**config.mk**
```make
export PLATFORM = sky130hd
export DESIGN_NAME = mips_run_ctrl
export DESIGN_NICKNAME = d
export VERILOG_FILES = /design/src/rtl/mips_run_ctrl.sv
export SDC_FILE = /design/constraint.sdc
export NUM_CORES = 1
export LEC_CHECK = 0
export ABC_AREA = 1
export BUFFER_PORTS_ARGS = -buffer_cell sky130_fd_sc_hd__buf_2
export CAP_MARGIN = 20
export CORE_MARGIN = 1
export CORE_UTILIZATION = 55
export CTS_BUF_LIST = sky130_fd_sc_hd__clkbuf_16
export DETAILED_ROUTE_END_ITERATION = 6
export PLACE_DENSITY = 0.77
export RECOVER_POWER = 25
export SYNTH_ARGS = -nofsm -noshare
export SYNTH_HDL_FRONTEND = slang
export SYNTH_SLANG_ARGS = --single-unit
```
**constraint.sdc**
```tcl
create_clock -name clk -period 10.1 [get_ports clk]
set_input_delay 1.515 -clock clk [delete_from_list [all_inputs] [get_ports clk]]
set_output_delay 1.515 -clock clk [all_outputs]
set_load 0.1 [all_outputs]
```
**src/rtl/mips_run_ctrl.sv**
```systemverilog
// Purpose  : run controller for a MIPS core; sequences core reset, counts cycles and
//            retired instructions, and stops the core on a PC self-loop, halt PC or timeout.
// Latency  : every output is registered and reflects the inputs of the previous edge.
// Backpress: none; start is honoured only in IDLE/DONE/TIMEOUT and ignored otherwise.
//
// Ports
//   clk        core clock, all state on rising edge
//   reset      asynchronous active-high, returns everything to IDLE immediately
//   start      one-cycle request to (re)start the core
//   pc_valid   core retired an instruction this cycle
//   pc         PC of the retired instruction (qualified by pc_valid)
//   cpu_reset  reset to the core; low only while running
//   running    high only while the core is free-running
//   done       sticky, halt detected
//   timeout    sticky, MAX_CYCLES elapsed without a halt
//   cycle_cnt  RUN cycles elapsed (saturating)
//   instr_cnt  instructions retired during RUN (saturating)
module mips_run_ctrl #(
  parameter int              PC_W        = 32,
  parameter int              CNT_W       = 32,
  parameter int              RST_CYCLES  = 4,
  parameter int              HALT_STABLE = 3,
  parameter logic [PC_W-1:0] HALT_PC     = '0,
  parameter int              MAX_CYCLES  = 100000
) (
  input  logic             clk,
  input  logic             reset,
  input  logic             start,
  input  logic             pc_valid,
  input  logic [PC_W-1:0]  pc,
  output logic             cpu_reset,
  output logic             running,
  output logic             done,
  output logic             timeout,
  output logic [CNT_W-1:0] cycle_cnt,
  output logic [CNT_W-1:0] instr_cnt
);

  localparam int RC_W = (RST_CYCLES > 1) ? $clog2(RST_CYCLES) : 1;
  localparam int RP_W = (HALT_STABLE > 1) ? $clog2(HALT_STABLE) : 1;

  localparam logic [RC_W-1:0]  RST_LAST = RC_W'(RST_CYCLES - 1);
  localparam logic [RP_W-1:0]  REP_LAST = RP_W'(HALT_STABLE - 1);
  localparam logic [CNT_W-1:0] CYC_LAST = CNT_W'(MAX_CYCLES - 1);

  typedef enum logic [2:0] {
    ST_IDLE,
    ST_RST_HOLD,
    ST_RUN,
    ST_DONE,
    ST_TIMEOUT
  } state_t;

  state_t           state, state_n;
  logic [RC_W-1:0]  rst_cnt, rst_cnt_n;
  logic [RP_W-1:0]  rep_cnt, rep_cnt_n;
  logic [PC_W-1:0]  last_pc, last_pc_n;
  logic [CNT_W-1:0] cycle_cnt_n, instr_cnt_n;
  logic             done_n, timeout_n;
  logic             cpu_reset_n, running_n;

  logic             pc_match;
  logic             halt;

  // Repeat detection runs on the live inputs so the halting instruction is the
  // one that closes the loop, not the one after it.
  assign pc_match = pc_valid && (pc == last_pc);
  assign halt     = (pc_match && (rep_cnt == REP_LAST)) ||
                    ((HALT_PC != '0) && pc_valid && (pc == HALT_PC));

  always_comb begin
    state_n     = state;
    rst_cnt_n   = rst_cnt;
    rep_cnt_n   = rep_cnt;
    last_pc_n   = last_pc;
    cycle_cnt_n = cycle_cnt;
    instr_cnt_n = instr_cnt;
    done_n      = done;
    timeout_n   = timeout;

    case (state)
      ST_IDLE, ST_DONE, ST_TIMEOUT: begin
        // A restart wipes the previous run's results on the same edge, so the
        // first PC of the new run compares against 0.
        if (start) begin
          state_n     = ST_RST_HOLD;
          rst_cnt_n   = '0;
          rep_cnt_n   = '0;
          last_pc_n   = '0;
          cycle_cnt_n = '0;
          instr_cnt_n = '0;
          done_n      = 1'b0;
          timeout_n   = 1'b0;
        end
      end

      ST_RST_HOLD: begin
        if (rst_cnt == RST_LAST) begin
          state_n = ST_RUN;
        end else begin
          rst_cnt_n = rst_cnt + RC_W'(1);
        end
      end

      ST_RUN: begin
        if (!(&cycle_cnt)) begin
          cycle_cnt_n = cycle_cnt + CNT_W'(1);
        end
        if (pc_valid) begin
          if (!(&instr_cnt)) begin
            instr_cnt_n = instr_cnt + CNT_W'(1);
          end
          if (pc_match) begin
            // Stop counting once the threshold is reached; the halt leaves RUN anyway.
            if (rep_cnt != REP_LAST) begin
              rep_cnt_n = rep_cnt + RP_W'(1);
            end
          end else begin
            rep_cnt_n = '0;
            last_pc_n = pc;
          end
        end
        // Halt takes priority when it lands on the final allowed cycle.
        if (halt) begin
          state_n = ST_DONE;
          done_n  = 1'b1;
        end else if (cycle_cnt == CYC_LAST) begin
          state_n   = ST_TIMEOUT;
          timeout_n = 1'b1;
        end
      end

      default: begin
        state_n = ST_IDLE;
      end
    endcase

    // Core-facing controls are derived from the next state so they change on
    // the same edge as the state itself.
    running_n   = (state_n == ST_RUN);
    cpu_reset_n = (state_n != ST_RUN);
  end

  always_ff @(posedge clk or posedge reset) begin
    if (reset) begin
      state     <= ST_IDLE;
      rst_cnt   <= '0;
      rep_cnt   <= '0;
      last_pc   <= '0;
      cycle_cnt <= '0;
      instr_cnt <= '0;
      done      <= 1'b0;
      timeout   <= 1'b0;
      cpu_reset <= 1'b1;
      running   <= 1'b0;
    end else begin
      state     <= state_n;
      rst_cnt   <= rst_cnt_n;
      rep_cnt   <= rep_cnt_n;
      last_pc   <= last_pc_n;
      cycle_cnt <= cycle_cnt_n;
      instr_cnt <= instr_cnt_n;
      done      <= done_n;
      timeout   <= timeout_n;
      cpu_reset <= cpu_reset_n;
      running   <= running_n;
    end
  end

endmodule

```
==> flow_metrics.env <==
export IMPL_met3_length_um=1100
export IMPL_cts_tree="yes"
export IMPL_peak_supply_drop_mv=0.117
export IMPL_cts_max_level=3
export IMPL_wl_met2_um=8460
export IMPL_drt_pass1_iterations=5
export IMPL_post_drt_wl_per_cell_um=13.9
export IMPL_drcViolationCount=0
export IMPL_cts_reportedPaths_clkPinSlew_ns=0.07
export IMPL_vias_per_cell=5.26
export IMPL_setup_tns_ns=0
export IMPL_nNetsFinal=1185
export IMPL_initial_antenna_violation_count=0
export IMPL_failing_checks="max-capacitance violations, max-slew violations"
export IMPL_drt_first_iter_violations=697
export IMPL_cts_max_path_buffers=2
export IMPL_design_die_area_mm2=0.0133
export IMPL_startpoint_type="input pin"
export IMPL_clock_tree_root_cell="sky130_fd_sc_hd__clkbuf_16"
export IMPL_critical_path_required_ns=9.91
export IMPL_fmax_mhz=188
export IMPL_final_max_tran_viols=110
export IMPL_std_cell_rows=41
export IMPL_hold_viol_final=0
export IMPL_synth_cell_type_count=42
export IMPL_layout_drive_gt1_share=0.130
export IMPL_final_worst_clock_skew_ns=0.00826
export IMPL_synth_enable_flop_cells=0
export IMPL_max_slew_worst_pin_slew_ns=3.01
export IMPL_ys_ff_latch=107
export IMPL_period_share=0.527
export IMPL_synth_largest_area_cell="sky130_fd_sc_hd__dfrtp_1"
export IMPL_hold_class="flop to flop"
export IMPL_number_of_placed_cells_counting_well_taps=1306
export IMPL_final_cell_count_no_fill=1322
export IMPL_floorplan_initialDensity=0.562
export IMPL_post_route_util=0.632
export IMPL_gp_routability_congestion=0.949
export IMPL_syn_std_cell_area_mm2=0.00706
export IMPL_post_cts_setup_buffer_count=0
export IMPL_grt_pass1_wl_um=30400
export IMPL_drv_max_cap_violation_count=2
export IMPL_final_setup_viol_count=0
export IMPL_place_worst_setup_slack_ns=6.84
export IMPL_fraction_of_registers_with_async_set_or_reset_after_synthesis=1.00
export IMPL_design_area_mm2=0.00794
export IMPL_place_detailed_hpwl_um=13600
export IMPL_synth_area_leaders="sky130_fd_sc_hd__dfrtp_1 38%, sky130_fd_sc_hd__nand2_1 19%, sky130_fd_sc_hd__inv_1 7.0%"
export IMPL_clock_latency_ns=0.36
export IMPL_num_antenna_cells=0
export IMPL_critPathArrivalTime_ns=5.13
export IMPL_grt_overflow=0
export IMPL_grtUsageTotal=0.294
export IMPL_io_pins=104
export IMPL_vias=6948
export IMPL_postSynth_topFlopCell="sky130_fd_sc_hd__dfrtp_1"
export IMPL_synth_top_cell_area_share=0.376
export IMPL_post_cts_resized=0
export IMPL_worst_setup_path_end_kind="asynchronous set/reset pin"
export IMPL_slew_limit_headroom=-1.01
export IMPL_syn_mean_instance_area_um2=6.69
export IMPL_buffer_ports_inserted=103
export IMPL_syn_instance_count=1055
export IMPL_clock_sinks=107
export IMPL_min_period_ns=5.32
export IMPL_post_cts_hold_buffer_count=0
export IMPL_largest_net_degree_at_the_start_of_global_routing=85
export IMPL_m1WireLength_um=8260
export IMPL_routed_wire_length_um=18300
export IMPL_layout_setup_ws_ns=4.78
export IMPL_place_area_mm2=0.00766
export IMPL_power_leakage_nw=3.71
export IMPL_ant_nets=0
export IMPL_route_top_layer_used="met4"
export IMPL_floorplan_die_width_um=115
export IMPL_syn2layout_area_growth_pct=12.5
export IMPL_yosysSeqAreaShare=0.379
export IMPL_power_per_cell_area_mw_per_mm2=154
export IMPL_worst_path_max_fanout=58
export IMPL_floorplan_core_area_mm2=0.0126
export IMPL_chipHeight_um=115
export IMPL_syn_nets=1095
export IMPL_status="complete, but fails checks"
export IMPL_synth_warning_count=0
export IMPL_n_fill_cell=1214
export IMPL_rsz0062_at_grt="false"
export IMPL_grt_pass1_vias=6300
export IMPL_cts_buffers_inserted=9
export IMPL_setup_worst_path_class="input pin to asynchronous set/reset pin"
final timing paths:
| kind | start | endpoint | slack [ns] | cells after the start |
|---|---|---|---|---|
| max | reset | instr_cnt[8] | 4.78 | 3 |
| max in group clk | state[0] | cycle_cnt[30] | 6.48 | 7 |
| min | rst_cnt[1] | rst_cnt[1] | 0.49 | 2 |
| min reg2reg | rst_cnt[1] | rst_cnt[1] | 0.49 | 2 |
| min in group asynchronous | reset | timeout | 1.73 | 2 |
| max reg2reg | state[0] | cycle_cnt[30] | 6.48 | 7 |
synth_stat cells, types with 5 or more instances:
| cell type | n |
|---|---|
| sky130_fd_sc_hd__nand3_1 | 62 |
| sky130_fd_sc_hd__nand4_1 | 28 |
| sky130_fd_sc_hd__nor4_1 | 5 |
| sky130_fd_sc_hd__xnor2_1 | 6 |
| sky130_fd_sc_hd__dfrtp_1 | 106 |
| sky130_fd_sc_hd__nor3_1 | 31 |
| sky130_fd_sc_hd__nor2_1 | 110 |
| sky130_fd_sc_hd__buf_2 | 5 |
| sky130_fd_sc_hd__o21ai_0 | 76 |
| sky130_fd_sc_hd__inv_1 | 131 |
| sky130_fd_sc_hd__nand2_1 | 359 |
| sky130_fd_sc_hd__a21oi_1 | 14 |
| sky130_fd_sc_hd__buf_4 | 5 |
| sky130_fd_sc_hd__clkbuf_1 | 11 |
| sky130_fd_sc_hd__xor2_1 | 25 |
| sky130_fd_sc_hd__o22ai_1 | 9 |
| sky130_fd_sc_hd__nand3b_1 | 13 |
| sky130_fd_sc_hd__o21ai_2 | 6 |
| sky130_fd_sc_hd__o21ai_1 | 8 |
routing by layer:
metal,global-route usage,up-vias
met4,0.125,0
met1,0.398,3151
li1,-,3552
met2,0.474,205
met5,0,-
met3,0.0395,40
sequential cells by signal, indices dropped and copies added, names as in the netlist:
register,cells
instr_cnt,32
cpu_reset,1
rst_cnt,2
running,1
done,1
state,3
cycle_cnt,32
last_pc,32
timeout,1
rep_cnt,2
per-stage QoR:
stage               hold WS, ns  power [mW]
finish                    0.488        1.22
global route              0.530        1.30
CTS                       0.491        1.23
detailed placement        0.474       0.872
global placement          0.463       0.864
floorplan                 0.446       0.816
layout by cell type, fill, tap and decap left out, types with 2 or more instances in the layout:
cell type                   netlist  routed
sky130_fd_sc_hd__nand2_1        359     360
sky130_fd_sc_hd__ha_1             4       4
sky130_fd_sc_hd__nor2_2           4       4
sky130_fd_sc_hd__buf_2            5     100
sky130_fd_sc_hd__nand2_4          2       2
sky130_fd_sc_hd__o21ai_0         76      77
sky130_fd_sc_hd__nor2_1         110     110
sky130_fd_sc_hd__o21ai_1          8       8
sky130_fd_sc_hd__a21oi_1         14      14
sky130_fd_sc_hd__clkbuf_1        11       4
sky130_fd_sc_hd__o22ai_2          2       2
sky130_fd_sc_hd__o22ai_1          9       9
sky130_fd_sc_hd__nor2_4           2       2
sky130_fd_sc_hd__nand3_1         62      62
sky130_fd_sc_hd__nor3_2           3       3
sky130_fd_sc_hd__xnor2_1          6       6
sky130_fd_sc_hd__or2_2            4       4
sky130_fd_sc_hd__o21ai_2          6       5
sky130_fd_sc_hd__xor2_1          25      25
sky130_fd_sc_hd__clkbuf_16        0       9
sky130_fd_sc_hd__nand3b_1        13      13
sky130_fd_sc_hd__nand4_1         28      28
sky130_fd_sc_hd__inv_2            3       3
sky130_fd_sc_hd__dfrtp_1        106     106
sky130_fd_sc_hd__inv_1          131     130
sky130_fd_sc_hd__clkinv_1         1       3
sky130_fd_sc_hd__nor4_1           5       5
sky130_fd_sc_hd__nor3_1          31      31
sky130_fd_sc_hd__nand2_2          4       3
cell families (layout without fill, tap and decap cells):
group,after synthesis,count (layout),share of synthesized area
and+or+nand+nor,632,632,0.388
buffers and inverters,161,256,0.0923
AOI/OAI and AO/OA,120,120,0.0950
DFF,107,107,0.379
xor gates and xnor gates,31,31,0.0385
adders and majority gates,4,4,0.00709
layout make-up:
cell class / instances / area (um^2) / area share
Timing Repair Buffer: 105 / 523 / 0.0659
Multi-Input combinational cell: 787 / 3720 / 0.469
Clock buffer: 9 / 225 / 0.0284
Clock inverter: 7 / 67.6 / 0.00851
Tap cell: 172 / 215 / 0.0271
Sequential cell: 107 / 2680 / 0.337
Inverter: 135 / 508 / 0.0640
critical path: stages:
cell                         delay (ns)
sky130_fd_sc_hd__buf_2             0.10
sky130_fd_sc_hd__clkinvlp_2        1.24
sky130_fd_sc_hd__clkbuf_1          2.22
power breakdown:
part	switching [mW]	internal (mW)
Sequential	0.0343	0.466
Clock	0.166	0.192
Combinational	0.280	0.0834
(Power assumes the default switching activity.)
